==> src/rtl/fb_pkg.sv <==
// Shared types and defaults for the framebuffer pixel writer/reader blocks.
// Holds the FSM encoding, field-width defaults and the pixel address helper.
package fb_pkg;

   localparam int unsigned LINE_LEN_DEF  = 9;
   localparam int unsigned COL_LEN_DEF   = 10;
   localparam int unsigned COLOR_W_DEF   = 32;
   localparam int unsigned ROW_SHIFT_DEF = 10;
   localparam logic [31:0] FB_BASE_DEF   = 32'h9000_0000;

   typedef enum logic [2:0] {
      IDLE,
      POP,
      LOAD,
      REQ,
      WAIT_CMPLT,
      ERR
   } fb_state_e;

   // Byte address of a pixel: base + ((line * pitch) + col) * 4.
   // Returned wide; callers truncate to their bus width (wraps modulo 2^AW).
   function automatic logic [63:0] pixel_addr(
      input logic [31:0] line,
      input logic [31:0] col,
      input logic [63:0] base      = 64'(FB_BASE_DEF),
      input int unsigned row_shift = ROW_SHIFT_DEF
   );
      logic [63:0] pix;
      pix = (64'(line) << row_shift) + 64'(col);
      return base + (pix << 2);
   endfunction

endpackage

==> src/rtl/fb_addr_gen.sv <==
// Bounds check and framebuffer address generation for one pixel.
// Range flag is available combinationally for the load decision and also registered.
module fb_addr_gen
   import fb_pkg::*;
#(
   parameter int unsigned LINE_LEN     = LINE_LEN_DEF,
   parameter int unsigned COL_LEN      = COL_LEN_DEF,
   parameter int unsigned C_MST_AWIDTH = 32,
   parameter logic [C_MST_AWIDTH-1:0] FB_BASE = C_MST_AWIDTH'(FB_BASE_DEF),
   parameter int unsigned ROW_SHIFT    = ROW_SHIFT_DEF,
   parameter int unsigned MAX_LINES    = 480,
   parameter int unsigned MAX_COLS     = 640
) (
   input  logic                    PLB_clk,
   input  logic                    PLB_rst_n,
   input  logic                    ld,
   input  logic [LINE_LEN-1:0]     line,
   input  logic [COL_LEN-1:0]      col,
   output logic                    oor,
   output logic                    oor_q,
   output logic [C_MST_AWIDTH-1:0] addr_q
);

   logic [63:0] addr_full;

   assign oor       = (32'(line) >= MAX_LINES) || (32'(col) >= MAX_COLS);
   assign addr_full = pixel_addr(32'(line), 32'(col), 64'(FB_BASE), ROW_SHIFT);

   always_ff @(posedge PLB_clk or negedge PLB_rst_n) begin
      if (!PLB_rst_n) begin
         oor_q  <= 1'b0;
         addr_q <= '0;
      end else if (ld) begin
         oor_q  <= oor;
         addr_q <= addr_full[C_MST_AWIDTH-1:0];
      end
   end

endmodule

==> src/rtl/fb_pixel_writer.sv <==
// PLB master that drains rasteriser pixel packets and writes them to the framebuffer,
// one single-beat write per pixel, with bounded retry and saturating status counters.
module fb_pixel_writer
   import fb_pkg::*;
#(
   parameter int unsigned LINE_LEN          = LINE_LEN_DEF,
   parameter int unsigned COL_LEN           = COL_LEN_DEF,
   parameter int unsigned COLOR_W           = COLOR_W_DEF,
   parameter int unsigned RAST_FBW_FIFO_LEN = 64,
   parameter int unsigned C_MST_AWIDTH      = 32,
   parameter int unsigned C_MST_DWIDTH      = 32,
   parameter logic [C_MST_AWIDTH-1:0] FB_BASE = C_MST_AWIDTH'(FB_BASE_DEF),
   parameter int unsigned ROW_SHIFT         = ROW_SHIFT_DEF,
   parameter int unsigned MAX_LINES         = 480,
   parameter int unsigned MAX_COLS          = 640,
   parameter int unsigned MAX_RETRY         = 3,
   parameter int unsigned CNT_W             = 32
) (
   input  logic                        PLB_clk,
   input  logic                        PLB_rst_n,
   input  logic                        enable,
   input  logic [RAST_FBW_FIFO_LEN-1:0] fifo_data,
   input  logic                        fifo_empty,
   output logic                        fifo_rd_en,
   output logic                        IP2Bus_MstRd_Req,
   output logic                        IP2Bus_MstWr_Req,
   output logic [C_MST_AWIDTH-1:0]     IP2Bus_Mst_Addr,
   output logic [C_MST_DWIDTH/8-1:0]   IP2Bus_Mst_BE,
   output logic                        IP2Bus_Mst_Lock,
   output logic                        IP2Bus_Mst_Reset,
   input  logic                        Bus2IP_Mst_CmdAck,
   input  logic                        Bus2IP_Mst_Cmplt,
   input  logic                        Bus2IP_Mst_Error,
   input  logic                        Bus2IP_Mst_Rearbitrate,
   input  logic                        Bus2IP_Mst_Cmd_Timeout,
   output logic [C_MST_DWIDTH-1:0]     IP2Bus_MstWr_d,
   input  logic                        Bus2IP_MstWr_dst_rdy_n,
   output logic                        busy,
   output logic [CNT_W-1:0]            pix_written,
   output logic [CNT_W-1:0]            pix_dropped
);

   localparam int unsigned TOP = RAST_FBW_FIFO_LEN - 1;
   localparam int unsigned RW  = (MAX_RETRY > 0) ? $clog2(MAX_RETRY + 1) : 1;

   fb_state_e state_q, state_d;

   logic [LINE_LEN-1:0] f_line;
   logic [COL_LEN-1:0]  f_col;
   logic [COLOR_W-1:0]  f_color;
   logic [COLOR_W-1:0]  color_q;
   logic [RW-1:0]       retry_q;

   logic      ld, oor, oor_q;
   logic      wr_inc, drop_inc, retry_clr, retry_inc;
   fb_state_e cmpl_state;
   logic      cmpl_wr;
   logic      unused_ok;

   // Packet is packed from the top of the FIFO word down; leftover low bits are padding.
   assign f_line  = fifo_data[TOP -: LINE_LEN];
   assign f_col   = fifo_data[TOP-LINE_LEN -: COL_LEN];
   assign f_color = fifo_data[TOP-LINE_LEN-COL_LEN -: COLOR_W];

   // Single-beat writes never need the data-phase handshake.
   assign unused_ok = ^{fifo_data, Bus2IP_MstWr_dst_rdy_n, oor_q};

   fb_addr_gen #(
      .LINE_LEN     (LINE_LEN),
      .COL_LEN      (COL_LEN),
      .C_MST_AWIDTH (C_MST_AWIDTH),
      .FB_BASE      (FB_BASE),
      .ROW_SHIFT    (ROW_SHIFT),
      .MAX_LINES    (MAX_LINES),
      .MAX_COLS     (MAX_COLS)
   ) u_addr_gen (
      .PLB_clk   (PLB_clk),
      .PLB_rst_n (PLB_rst_n),
      .ld        (ld),
      .line      (f_line),
      .col       (f_col),
      .oor       (oor),
      .oor_q     (oor_q),
      .addr_q    (IP2Bus_Mst_Addr)
   );

   // Outcome of a completed command; shared by the REQ fast path and WAIT_CMPLT.
   always_comb begin
      cmpl_state = IDLE;
      cmpl_wr    = 1'b0;
      if (Bus2IP_Mst_Error || Bus2IP_Mst_Cmd_Timeout) cmpl_state = ERR;
      else if (Bus2IP_Mst_Rearbitrate)                 cmpl_state = REQ;
      else                                             cmpl_wr    = 1'b1;
   end

   always_comb begin
      state_d   = state_q;
      ld        = 1'b0;
      wr_inc    = 1'b0;
      drop_inc  = 1'b0;
      retry_clr = 1'b0;
      retry_inc = 1'b0;
      case (state_q)
         IDLE: if (enable && !fifo_empty) state_d = POP;
         POP:  state_d = LOAD;
         LOAD: begin
            ld = 1'b1;
            if (oor) begin
               drop_inc = 1'b1;
               state_d  = IDLE;
            end else begin
               retry_clr = 1'b1;
               state_d   = REQ;
            end
         end
         REQ: begin
            if (!Bus2IP_Mst_CmdAck && Bus2IP_Mst_Cmd_Timeout) begin
               state_d = ERR;
            end else if (Bus2IP_Mst_CmdAck && Bus2IP_Mst_Cmplt) begin
               state_d = cmpl_state;
               wr_inc  = cmpl_wr;
            end else if (Bus2IP_Mst_CmdAck) begin
               state_d = WAIT_CMPLT;
            end
         end
         WAIT_CMPLT: if (Bus2IP_Mst_Cmplt) begin
            state_d = cmpl_state;
            wr_inc  = cmpl_wr;
         end
         ERR: begin
            if (retry_q < RW'(MAX_RETRY)) begin
               retry_inc = 1'b1;
               state_d   = REQ;
            end else begin
               drop_inc = 1'b1;
               state_d  = IDLE;
            end
         end
         default: state_d = IDLE;
      endcase
   end

   always_ff @(posedge PLB_clk or negedge PLB_rst_n) begin
      if (!PLB_rst_n) begin
         state_q     <= IDLE;
         color_q     <= '0;
         retry_q     <= '0;
         pix_written <= '0;
         pix_dropped <= '0;
      end else begin
         state_q <= state_d;
         if (ld)             color_q <= f_color;
         if (retry_clr)      retry_q <= '0;
         else if (retry_inc) retry_q <= retry_q + RW'(1);
         if (wr_inc && (pix_written != '1))   pix_written <= pix_written + CNT_W'(1);
         if (drop_inc && (pix_dropped != '1)) pix_dropped <= pix_dropped + CNT_W'(1);
      end
   end

   assign fifo_rd_en       = (state_q == POP);
   assign IP2Bus_MstWr_Req = (state_q == REQ);
   assign IP2Bus_Mst_Reset = (state_q == ERR);
   assign busy             = (state_q != IDLE);
   assign IP2Bus_MstRd_Req = 1'b0;
   assign IP2Bus_Mst_Lock  = 1'b0;
   assign IP2Bus_Mst_BE    = '1;
   assign IP2Bus_MstWr_d   = C_MST_DWIDTH'(color_q);

endmodule

==> config.mk <==
export PLATFORM = sky130hd
export DESIGN_NAME = fb_pixel_writer
export DESIGN_NICKNAME = d
export VERILOG_FILES = /design/src/rtl/fb_pkg.sv /design/src/rtl/fb_addr_gen.sv /design/src/rtl/fb_pixel_writer.sv
export SDC_FILE = /design/constraint.sdc
export NUM_CORES = 1
export LEC_CHECK = 0
export ABC_AREA = 1
export CORE_ASPECT_RATIO = 0.6
export CORE_MARGIN = 5
export CORE_UTILIZATION = 43
export DETAILED_ROUTE_END_ITERATION = 16
export MAX_ROUTING_LAYER = met4
export PLACE_DENSITY_LB_ADDON = 0.08
export SYNTH_ARGS = -nofsm -noshare
export SYNTH_HDL_FRONTEND = slang
export SYNTH_SLANG_ARGS = --single-unit
==> constraint.sdc <==
create_clock -name PLB_clk -period 1.85 [get_ports PLB_clk]
set_clock_uncertainty 0.2 [all_clocks]
set_input_delay 0.37 -clock PLB_clk [delete_from_list [all_inputs] [get_ports PLB_clk]]
set_output_delay 0.37 -clock PLB_clk [all_outputs]
set_load 0.05 [all_outputs]
==> results.ini <==
[outcome]
outcome=complete, but fails checks
violations=setup timing

[yosys]
synth_top_family_by_area=simple AND/OR/NAND/NOR gates
synth_adder_area_share=0.00553
synth_cell_types=30
synth_cells=1002
synth.cell_area_sq_um=6780
synth-compound-area-share=0.0120
synth_seq_cells=121
yosysSeqAreaShare=0.446
yosysWarnings=0
synthXorXnorAreaFrac=0.0349
muxShareOfSynthArea=0
syn_area_per_cell_sq_um=6.77
synth-simple-area-share=0.427

[global_routing]
grt_busiest_layer=met1
use_met1=0.361
antenna_found_initial=0
grt_pass1_wl_mm=34.3
gr-total-overflow=0
grtUsageMet2=0.346
grt_max_degree=52
grt_usage=0.241
grt_pass1_vias=6644
grt.met3_usage=0.0404

[final_layout]
final_util=0.730
nets=1380
layout-drive-gt1-share=0.301
area_growth_pct=65.8
antenna_cells=0
fill_cells=1237

[floorplan]
dieArea_sq_um=18500
core.rowCount=35
initial_utilization=0.440
coreArea_sq_um=15400
io-pin-count=212
die_x_microns=172
die_h_microns=107

[clock_network]
cts_sinks=121
htreeDepth=4
numCtsBuffers=17
clk_latency_ps=410
cts_tree=built
root_buffer=clkbuf_16
clk_pin_slew_ps=70
clock_path_buffers=2

[power_and_ir_drop]
power.share.clock=0.264
seqPwrFrac=0.283
leakagePower_nw=5.48
power.internal_mw=7.52
max-vdd-ir-drop_v=0.00138
p_sw_mw=5.79
swShare=0.435
power_mw=13.3
power_density_nw_per_um2=1180
combinationalPowerShare=0.453

[flow_run]
drv_cap=0

[drt]
wl_per_cell_microns=14.9
ant_nets=0
vias=7225
wirelength_mm=22.7
vias_per_cell=4.76
drt_iter0_markers=540
drtPass1Iterations=8
drc=0

[critical_path]
worstPathCellList=inv_2 -> nand3_1 -> inv_2 -> buf_12
end_kind=output pin
slowest_delay_ps=410
cp.arrival_ps=1350
worstPathRequired_ps=1280
critPathKind=flip-flop to output pin
cp_slowest_cell=dfrtp_1
crit_fanout=4
cpMostUsedCell=inv_2
start_kind=flip-flop

[sta]
rsz0062_at_grt=yes
fin_crit_sh=1.04
worst_pin_slew_ps=530
fmax_mhz=521
setup_viol=4
min_period_ps=1920
slew_violations=0
hold_viol=0
max-slew-margin-rel=0.647
setup_slack_ps=-69.5
fin_tns_setup_ps=-185

[place]
place_congestion=0.936
numPortBuffers=180
dp_hpwl_mm=16.5

[hold_path]
min-delay-path-class=primary input to async pin

==> final cells by class <==
class	count	area, sq um	area share
multi-input combinational	794	3530	0.313
timing repair buffer	306	3510	0.312
sequential	121	3090	0.275
clock buffer	17	425	0.0378
inverter	63	254	0.0226
tap	203	254	0.0226
clock inverter	14	188	0.0167
==> synthesized netlist by cell type <==
cell	number	area, sq um
clkbuf_1	10	37.5
or2_2	1	6.26
nand2_1	565	2120
nand3_2	1	10.0
o22ai_1	1	6.26
nand4_1	2	12.5
buf_6	4	45.0
a21oi_1	1	5.00
inv_2	3	11.3
o21ai_0	13	65.1
buf_4	21	158
inv_4	1	6.26
conb_1	2	7.51
clkinv_1	1	3.75
ha_1	3	37.5
dfrtp_1	121	3030
xor2_1	18	158
nand2_2	3	18.8
nor3_1	2	10.0
buf_2	4	20.0
nand3_1	38	190
nor3_4	1	16.3
nor2_2	1	6.26
o21ai_1	1	5.00
nand3b_1	1	7.51
nor2_4	5	56.3
xnor2_1	9	78.8
inv_1	58	218
nand2_4	3	33.8
nor2_1	108	405
==> power by group through the flow <==
stage	combinational [mW]	sequential [mW]	clock (mW)
after floorplan	1.52	5.79	0
after global placement	5.69	3.76	0
after detailed placement	5.75	3.79	0
after CTS	5.88	3.75	3.56
after global routing	6.43	3.84	3.70
final	6.04	3.76	3.52
==> what timing repair did <==
| item | 4_1_cts | 5_1_grt |
|---|---|---|
| hold buffers | 1 | 0 |
| gates cloned | 0 | 5 |
| setup endpoints to repair | 33 | 74 |
| pin swaps | 3 | 27 |
| gates resized for setup | 11 | 64 |
| endpoints found under the hold margin | 63 | 0 |
| setup buffers | 4 | 16 |
==> registers in the layout (all words and copies together), names as in the netlist <==
register and cells:
IP2Bus_MstWr_d 32, pix_dropped 32, pix_written 32, u_addr_gen.addr_q 20, state_q 3, retry_q 2
==> metrics by stage <==
stage	hold slack, ps	setup WS, ps	instance area (sq um)	std cells
floorplan	-126	-129	6960	1017
CTS	207	-51.8	10800	1497
detailed placement	100	-432	10100	1461
global route	250	-119	11200	1518
global placement	102	-369	10100	1461
finish	218	-69.5	11200	1518
==> path summary, 6_finish.rpt <==
check | from | endpoint | slack [ps] | cells past startpoint
setup / recovery | state_q[2]$_DFFE_PN0P_ | IP2Bus_MstWr_Req | -70 | 4
hold / removal | PLB_rst_n | pix_written[3]$_DFFE_PN0P_ | 220 | 2
setup reg to reg | pix_dropped[0]$_DFFE_PN0P_ | pix_dropped[14]$_DFFE_PN0P_ | 20 | 11
hold reg to reg | IP2Bus_MstWr_d[6]$_DFFE_PN0N_ | IP2Bus_MstWr_d[6]$_DFFE_PN0N_ | 270 | 2
max in group asynchronous | PLB_rst_n | IP2Bus_MstWr_d[6]$_DFFE_PN0N_ | 700 | 3
min in group PLB_clk | IP2Bus_MstWr_d[6]$_DFFE_PN0N_ | IP2Bus_MstWr_d[6]$_DFFE_PN0N_ | 270 | 2
==> critical path, delay by kind of cell, from the launching register on <==
family                 cells  cell delay [ps]
buffers and inverters      3              380
DFF                        1              410
and+or+nand+nor            1              150
==> cells by family after synthesis <==
group | count (synthesis)
AND/OR/NAND/NOR | 731
flip-flops | 121
buffers and inverters | 102
XOR/XNOR | 27
AO/OA/AOI/OAI | 16
adder cells (fa/ha/maj) | 3
other | 2
==> placed cells by master (no fill, tap or decap), types with 9 or more instances in the layout <==
cell type | synthesis | routed
nand2_1 | 565 | 535
buf_4 | 21 | 161
nor2_1 | 108 | 97
buf_12 | 0 | 77
dfrtp_1 | 121 | 72
clkdlybuf4s50_1 | 0 | 58
inv_1 | 58 | 54
dfrtp_2 | 0 | 49
nand3_1 | 38 | 38
nand2_2 | 3 | 23
clkbuf_16 | 0 | 22
xor2_1 | 18 | 18
conb_1 | 2 | 17
nor2_2 | 1 | 12
nand2_4 | 3 | 12
o21ai_0 | 13 | 9
xnor2_1 | 9 | 9
==> metal layers <==
| layer | wire [microns] | share of wire | up-vias |
|---|---|---|---|
| li1 | - | - | 3617 |
| met1 | 10700 | 0.47 | 3311 |
| met2 | 9720 | 0.43 | 277 |
| met3 | 2030 | 0.089 | 20 |
| met4 | 219 | 0.0097 | 0 |
| met5 | 0 | 0 | - |
Note: power is estimated with default switching activity, not from simulation.
